File: config.mk
export PLATFORM = sky130hd
export DESIGN_NAME = uart_transmitter
export DESIGN_NICKNAME = d
export VERILOG_FILES = /design/src/rtl/uart_pkg.sv /design/src/rtl/uart_baud_div.sv /design/src/rtl/uart_transmitter.sv
export SDC_FILE = /design/constraint.sdc
export NUM_CORES = 1
export LEC_CHECK = 0
export BUFFER_PORTS_ARGS = -buffer_cell sky130_fd_sc_hd__buf_2
export CAP_MARGIN = 20
export CORE_ASPECT_RATIO = 1.25
export CORE_MARGIN = 2
export CORE_UTILIZATION = 58
export CTS_BUF_LIST = sky130_fd_sc_hd__clkbuf_8
export CTS_CLUSTER_SIZE = 40
export DETAILED_ROUTE_END_ITERATION = 10
export PLACE_DENSITY = 0.84
export SKIP_LAST_GASP = 1
export SYNTH_ARGS = -nofsm -noshare
export SYNTH_HDL_FRONTEND = slang
export SYNTH_SLANG_ARGS = --single-unit
File: constraint.sdc
create_clock -name clk -period 2.4 [get_ports clk]
set_clock_uncertainty 0.05 [all_clocks]
set_input_delay 0.12 -clock clk [delete_from_list [all_inputs] [get_ports clk]]
set_output_delay 0.12 -clock clk [all_outputs]
set_load 0.05 [all_outputs]
File: src/rtl/uart_pkg.sv
// uart_pkg: frame states, line levels and width helper shared by the UART transmitter and receiver.
package uart_pkg;
  typedef enum logic [2:0] {IDLE, START, DATA, PARITY, STOP} uart_state_t;
  localparam logic UART_IDLE = 1'b1;
  localparam logic UART_START = 1'b0;
  function automatic int clog2(input int v);
    int r;
    r = 0;
    while ((1 << r) < v) r++;
    return (r < 1) ? 1 : r;
  endfunction
endpackage

File: src/rtl/uart_baud_div.sv
// uart_baud_div: free-running CLK_PER_BIT divider with sync clear and one-cycle terminal-count pulse.
module uart_baud_div
  import uart_pkg::*;
#(
  parameter int CLK_PER_BIT = 8
) (
  input  logic clk,
  input  logic rst_n,
  input  logic clr,
  output logic tick
);
  localparam int W = clog2(CLK_PER_BIT);
  localparam logic [W-1:0] LAST = W'(CLK_PER_BIT - 1);
  logic [W-1:0] cnt;
  assign tick = cnt == LAST;
  always_ff @(posedge clk or negedge rst_n)
    if (!rst_n) cnt <= '0;
    else if (clr || tick) cnt <= '0;
    else cnt <= cnt + 1'b1;
endmodule

File: src/rtl/uart_transmitter.sv
// uart_transmitter: one byte per valid/ready handshake onto RsTx; start, data, optional parity, stop bits.
// Define UART_TX_PARITY_EN to insert a parity bit (even, or odd with PARITY_ODD=1) after the data bits.
module uart_transmitter
  import uart_pkg::*;
#(
  parameter int CLK_PER_BIT = 8,
  parameter int DATA_BITS   = 8,
  parameter int STOP_BITS   = 1,
  parameter int LSB_FIRST   = 0,
  parameter int PARITY_ODD  = 0
) (
  input  logic                 clk,
  input  logic                 rst_n,
  input  logic [DATA_BITS-1:0] tx_data,
  input  logic                 tx_valid,
  output logic                 tx_ready,
  output logic                 tx_busy,
  output logic                 RsTx
);
  localparam int BW = clog2(DATA_BITS + 1);
  localparam logic [BW-1:0] LAST_DATA = BW'(DATA_BITS - 1);
  localparam logic [BW-1:0] LAST_STOP = BW'(STOP_BITS - 1);
  if (CLK_PER_BIT < 2 || CLK_PER_BIT > 65535 || DATA_BITS < 5 || DATA_BITS > 8 ||
      STOP_BITS < 1 || STOP_BITS > 2 || LSB_FIRST < 0 || LSB_FIRST > 1 ||
      PARITY_ODD < 0 || PARITY_ODD > 1) begin : g_bad_param
    $error("uart_transmitter: parameter out of range");
  end
  uart_state_t state, state_nxt;
  logic [BW-1:0] bit_cnt, bit_cnt_nxt;
  logic [DATA_BITS-1:0] sh, sh_nxt;
  logic acc, tick, last_data, last_stop, bit_nxt, par_bit, line_nxt;
  assign tx_ready  = state == IDLE;
  assign tx_busy   = ~tx_ready;
  assign acc       = tx_valid && tx_ready;
  assign last_data = bit_cnt == LAST_DATA;
  assign last_stop = bit_cnt == LAST_STOP;
  uart_baud_div #(.CLK_PER_BIT(CLK_PER_BIT)) u_div (
    .clk  (clk),
    .rst_n(rst_n),
    .clr  (acc),
    .tick (tick)
  );
`ifdef UART_TX_PARITY_EN
  localparam uart_state_t AFTER_DATA = PARITY;
  logic par;
  // Parity is taken from the byte at accept, since the shift register is consumed as bits go out.
  always_ff @(posedge clk or negedge rst_n)
    if (!rst_n) par <= 1'b0;
    else if (acc) par <= (^tx_data) ^ (PARITY_ODD != 0);
  assign par_bit = par;
`else
  localparam uart_state_t AFTER_DATA = STOP;
  assign par_bit = UART_IDLE;
`endif
  always_comb begin
    state_nxt   = state;
    bit_cnt_nxt = bit_cnt;
    sh_nxt      = sh;
    case (state)
      IDLE:
        if (acc) begin
          state_nxt = START;
          sh_nxt    = tx_data;
        end
      START: if (tick) state_nxt = DATA;
      DATA:
        if (tick) begin
          sh_nxt      = (LSB_FIRST != 0) ? sh >> 1 : sh << 1;
          bit_cnt_nxt = last_data ? '0 : bit_cnt + 1'b1;
          state_nxt   = last_data ? AFTER_DATA : DATA;
        end
`ifdef UART_TX_PARITY_EN
      PARITY: if (tick) state_nxt = STOP;
`endif
      STOP:
        if (tick) begin
          bit_cnt_nxt = last_stop ? '0 : bit_cnt + 1'b1;
          state_nxt   = last_stop ? IDLE : STOP;
        end
      default: state_nxt = IDLE;
    endcase
    bit_nxt  = (LSB_FIRST != 0) ? sh_nxt[0] : sh_nxt[DATA_BITS-1];
    line_nxt = state_nxt == START  ? UART_START :
               state_nxt == DATA   ? bit_nxt :
               state_nxt == PARITY ? par_bit : UART_IDLE;
  end
  // RsTx registers the level of the next state so it changes on the same edge as the state.
  always_ff @(posedge clk or negedge rst_n)
    if (!rst_n) begin
      state   <= IDLE;
      bit_cnt <= '0;
      sh      <= '0;
      RsTx    <= UART_IDLE;
    end else begin
      state   <= state_nxt;
      bit_cnt <= bit_cnt_nxt;
      sh      <= sh_nxt;
      RsTx    <= line_nxt;
    end
endmodule

Word-level counts from Yosys, hierarchy flattened:

Index checks and enable logic that the tools add are counted.

* output and inout bits: 3
* word-level logic and storage cells: 45
* register bits after elaboration: 19
* input bits: 11

* equality and inequality tests: 10
* add/subtract/negate cells: 2
* reductions and logical operators: 8
* bitwise gates (word level): 1
* multiplexer cells: 18

Operator list (count)
* 2-to-1 mux 3 bit: 7
* 2-to-1 mux 4 bit: 4
* 2-to-1 mux 8 bit: 2
* one-hot mux 8 bit (2 select lines): 1
* one-hot mux 3 bit (4 select lines): 1
* one-hot mux 4 bit (2 select lines): 1
* equality test 3 x 1 -> 1 bit, second input constant: 2
* equality test 3 x 2 -> 1 bit, second input constant: 2
* equality test 3 bit, second input constant: 2
* != test 2 x 1 -> 1 bit, second input constant: 3
* AND reduction 3 bit: 2
* adder 4 x 1 -> 4 bit, second input constant: 1
* equality test 4 x 3 -> 1 bit, second input constant: 1
* zero test 4 bit: 1
* nonzero test 2 bit: 2
* adder 3 x 1 -> 3 bit, second input constant: 1
* zero test 3 bit: 1
* 2-to-1 mux 1 bit: 2
* logical AND 1 bit: 1
* logical OR 1 bit: 1
* NOT 1 bit: 1

Longest topological paths before layout:

* depth in word-level cells: 7
* gate-level depth with buffers: 6
* mapped depth without buffers: 5

By module:

Synthesis repeated with hierarchy kept, for this count alone.

* cells, all modules: 87
* area total of the unflattened synthesis: 948.4 um2

Modules (own cells, without submodules)
* uart_transmitter: cells an instance 79, sequential area each 401.6 um2, times used 1, area an instance 828.3 um2
* uart_baud_div: cells an instance 8, sequential area each 75.1 um2, times used 1, area an instance 120.1 um2

Least setup slack after synthesis:

Ideal clock, no wire load.

* path type: register to register
* start: reg u_div.cnt[0]
* end: reg RsTx
* data arrival time: 1619 ps
* period minus slack after synthesis: 1746 ps
* path slack: 654 ps
* cell stages (with the launch flop): 7
* setup time: 77 ps
* path through: dfrtp_1 -> ha_1 -> ha_1 -> nor4bb_1 -> buf_4 -> or3b_1 -> a31oi_1

* word-level cells in the longest chain between the ends: 6
* elaborated cells between the ends (all ways): 11

Ends and longest elaborated chain
* start: declaration: RTL line uart_baud_div.sv:14 `logic [W-1:0] cnt;`
* start signal: assignment: RTL line uart_baud_div.sv:19 `else cnt <= cnt + 1'b1;`
* equality test 3 bit (*): RTL line uart_baud_div.sv:15 `assign tick = cnt == LAST;`
* 2-to-1 mux 3 bit, on equally long branches: RTL line uart_transmitter.sv:76, uart_transmitter.sv:67, uart_transmitter.sv:65
* one-hot mux 3 bit (4 select lines): RTL line uart_transmitter.sv:59 `case (state)`
* equality test 3 x 2 -> 1 bit: RTL line uart_transmitter.sv:84 `state_nxt == DATA ? bit_nxt :`
* 2-to-1 mux 1 bit: RTL line uart_transmitter.sv:84
* 2-to-1 mux 1 bit (*): RTL line uart_transmitter.sv:83 `line_nxt = state_nxt == START ? UART_START :`
* named net line_nxt: RTL line uart_transmitter.sv:31 `logic acc, tick, last_data, last_stop, bit_nxt, par_bit, line_nxt;`
* end signal: assignment: RTL line uart_transmitter.sv:98 `RsTx <= line_nxt;`
* end: declaration: RTL line uart_transmitter.sv:18 `output logic RsTx`

The timed path passes the listed nets; every way through them passes the cells marked *. The select of a mux whose other input is x is not followed.
A chain may end at the register's enable or synchronous reset.

Final worst setup path:

* start: reg u_div.cnt[0]
* end: reg RsTx

* word-level cells in the longest chain between the ends: 6
* elaborated cells between the ends (all ways): 11

Ends and longest elaborated chain
* equality test 3 bit (*): RTL line uart_baud_div.sv:15
* 2-to-1 mux 3 bit, on equally long branches: RTL line uart_transmitter.sv:76, uart_transmitter.sv:67, uart_transmitter.sv:65
* one-hot mux 3 bit (4 select lines) (*): RTL line uart_transmitter.sv:59
* named net state_nxt[0]: RTL line uart_transmitter.sv:28 `uart_state_t state, state_nxt;`
* equality test 3 x 2 -> 1 bit: RTL line uart_transmitter.sv:84
* 2-to-1 mux 1 bit: RTL line uart_transmitter.sv:84
* 2-to-1 mux 1 bit (*): RTL line uart_transmitter.sv:83
* named net line_nxt: RTL line uart_transmitter.sv:31

Marked as above.

==> metrics.md <==
| Metric | Value |
|---|---|
| Hold Vio Cnt, Final | `0` |
| Synth Area in Adders | `0.0613` |
| Mapped Area | `1020 µm²` |
| Syn. warnings | `0` |
| Sequential area share after synthesis | `0.467` |
| CP Launch Type | `flip-flop` |
| Async set-or-reset flop fraction in the synthesized netlist | `1.00` |
| Yosys cell types | `40` |
| Logic pwr share | `0.335` |
| Clk sinks | `19` |
| Clk Latency, worst-skew pair | `0.26 ns` |
| WL/cell | `16.3 µm` |
| Fin. max-slew vios | `0` |
| GR Util met2 | `0.359` |
| First-pass GRT wire length | `3310 µm` |
| Die Wd | `41.5 µm` |
| Clock Pin Slew Worst Setup and Hold Paths | `0.07 ns` |
| Crit. End Element | `flip-flop` |
| Design Area, Final | `1130 µm²` |
| Via count | `744` |
| Iteration-0 DRC Markers | `10` |
| Final core occ | `0.704` |
| Sum Neg Setup Slack | `0 ns` |
| CTS tree | `yes` |
| Unrepaired setup endpoints after global routing | `false` |
| GR Util met3 | `0.0283` |
| Final ANT Viol Nets | `0` |
| Synth top area cells | `dfrtp_1, ha_1, a221o_1, and3_2, nor3b_1` |
| Setup Fix Bufs, Post-CTS | `0` |
| Reg power frac | `0.467` |
| Simple-gate area share of the yosys netlist | `0.225` |
| Post-synth top flop | `dfrtp_1` |
| Yosys reg bits | `19` |
| Pwr per Cell Area | `988 nW/µm²` |
| GR Overflow Total | `0` |
| HP Class | `input pin to flip-flop` |
| Initial antenna violation count | `0` |
| Post-synthesis mux area share | `0.0221` |
| Syn_area_per_cell | `11.9 µm²` |
| Post-synth EDFFs | `0` |
| Die area | `2110 µm²` |
| Fmax | `0.510 GHz` |
| CTS H-tree depth | `1` |
| P&R area growth vs syn | `10.4%` |
| Worst Hold Margin | `0.0440 ns` |
| Clk network pwr share | `0.198` |
| Tmin final | `1.96 ns` |
| Synth Area in XOR/XNOR | `0.0172` |
| Clock Path Buffers | `2` |
| DR vias/cell | `6.25` |
| Met1 usage | `0.240` |
| Largest area contributor in the netlist | `dfrtp_1` |
| Net Switching | `0.000396 W` |
| Nets | `118` |
| Most used routing layer | `met2` |
| Mapped Cells | `86` |
| Final Non-Filler Cells | `119` |
| I/O Pins | `14` |
| Slew HR | `0.399` |
| Max_cap viols | `0` |
| Synth Net Count | `102` |
| Post-cts repair resize count | `0` |
| # setup viols final | `0` |
| Post-detail-place hpwl | `1370 µm` |
| Final period util | `0.816` |
| Initial Util | `0.637` |
| Pre-antenna DRT Iters | `4` |
| # port buffers | `13` |
| Final Wtd Congestion | `0.822` |
| Inserted Clock Buffers | `3` |
| Main combinational cell family by area after synthesis | `simple AND/OR/NAND/NOR gates` |
| Total GRT Usage | `0.204` |
| Synth top area share | `0.441` |
| Largest net degree at the start of global routing | `20` |
| Antenna diode count | `0` |
| Clock root buffer master | `clkbuf_8` |
| Hold depth | `2` |
| Arrival @ worst endpoint | `2.06 ns` |
| Core ar. | `1600 µm²` |
| DP Area | `1070 µm²` |
| LEAKAGE | `0.551 nW` |
| Reg2Reg Depth | `4` |
| Share of layout cells above drive strength 1 | `0.337` |
| Routed wire length | `1940 µm` |
| Placed Cells | `114` |
| CP Class | `flip-flop to flip-flop` |
| Post-synthesis compound-gate area fraction | `0.141` |
| CP required | `2.50 ns` |
| DR DRC count | `0` |
| Switching share of power | `0.355` |
| Rows | `16` |
| Worst vdd ir | `0.471 mV` |
| Worst Max-Slew Pin Slew | `0.879 ns` |
| Vias in the first global route | `766` |
| Outcome | `finished clean` |
| Die outline height | `50.9 µm` |
| Int Pwr | `0.000718 W` |
| Max FO, Critical Path | `8` |
| Post-CTS Hold Fix Bufs | `1` |
[placed cells by master, fill, tap and decap left out, drive strengths merged]
cell,instances
a2111oi,1
a21oi,1
a221o,6
a22o,2
a22oi,1
a31o,1
a31oi,2
and3,7
and3b,1
and4bb,1
buf,15
clkbuf,3
clkinv,1
dfrtp,18
dfstp,1
dlygate4sd3,1
ha,5
inv,4
mux2,2
nand2,3
nand2b,1
nand3,3
nand4,1
nand4b,1
nor2,3
nor2b,1
nor3,1
nor3b,4
nor4b,1
nor4bb,1
o21ai,3
o21bai,1
or3,1
or3b,1
xnor2,1
xor2,1
[worst paths after layout]
check	start	end	slack [ns]
setup / recovery	u_div.cnt[0]	RsTx	0.44
hold / removal	tx_data[4]	sh[4]	0.04
setup reg to reg	u_div.cnt[0]	RsTx	0.44
hold reg to reg	u_div.cnt[0]	u_div.cnt[0]	0.40
max in group asynchronous	rst_n	RsTx	1.69
min in group asynchronous	rst_n	state[1]	0.28
[registers in the layout (all words and copies together) (netlist names)]
name and flops:
RsTx 1, u_div.cnt 3, state 3, sh 8, bit_cnt 4
[layer usage]
metal | part of all wire | vias up
li1 | - | 351
met1 | 0.43 | 372
met2 | 0.50 | 14
met3 | 0.032 | 7
met4 | 0.030 | 0
met5 | 0 | -
[through the flow]
step | setup WS (ns) | power (W)
finish | 0.441 | 0.00111
global route | 0.302 | 0.00119
CTS | 0.440 | 0.00112
detailed placement | 0.508 | 0.000894
global placement | 0.580 | 0.000866
floorplan | 0.654 | 0.000814
[worst max-delay path: stages (launching register included)]
cell	delay, ns
dfrtp_1	0.38
ha_1	0.22
ha_1	0.27
a2111oi_0	0.83
a31oi_1	0.09
[power groups by stage]
stage                     sequential, W  combinational [W]  clock [W]
final                          0.000520           0.000373   0.000221
after CTS                      0.000519           0.000375   0.000228
after detailed placement       0.000523           0.000371          0
after global placement         0.000516           0.000350          0
after floorplan                0.000499           0.000315          0
after global routing           0.000535           0.000413   0.000241
[cell families (layout without fill, tap and decap cells)]
family,after synthesis,count (layout)
and+or+nand+nor,31,31
DFF,19,19
AOI/OAI and AO/OA,18,18
buffers and inverters,9,24
adders and majority gates,5,5
xor gates and xnor gates,2,2
muxes,2,2
[synth_stat cells, types with 2 or more instances]
library cell  instances
a221o_1               6
a31oi_1               2
and3_2                6
dfrtp_1              18
ha_1                  5
inv_1                 4
mux2_2                2
nand2_1               3
nand3_1               3
nor2_1                2
nor3b_1               4
o21ai_0               3
[layout make-up]
type	instances	area, µm²
clock buffer	3	41.3
sequential	19	477
fill	131	474
tap	18	22.5
clock inverter	1	5.00
timing repair buffer	16	90.1
inverter	4	15.0
multi-input combinational	58	477
(Power assumes the default switching activity.)
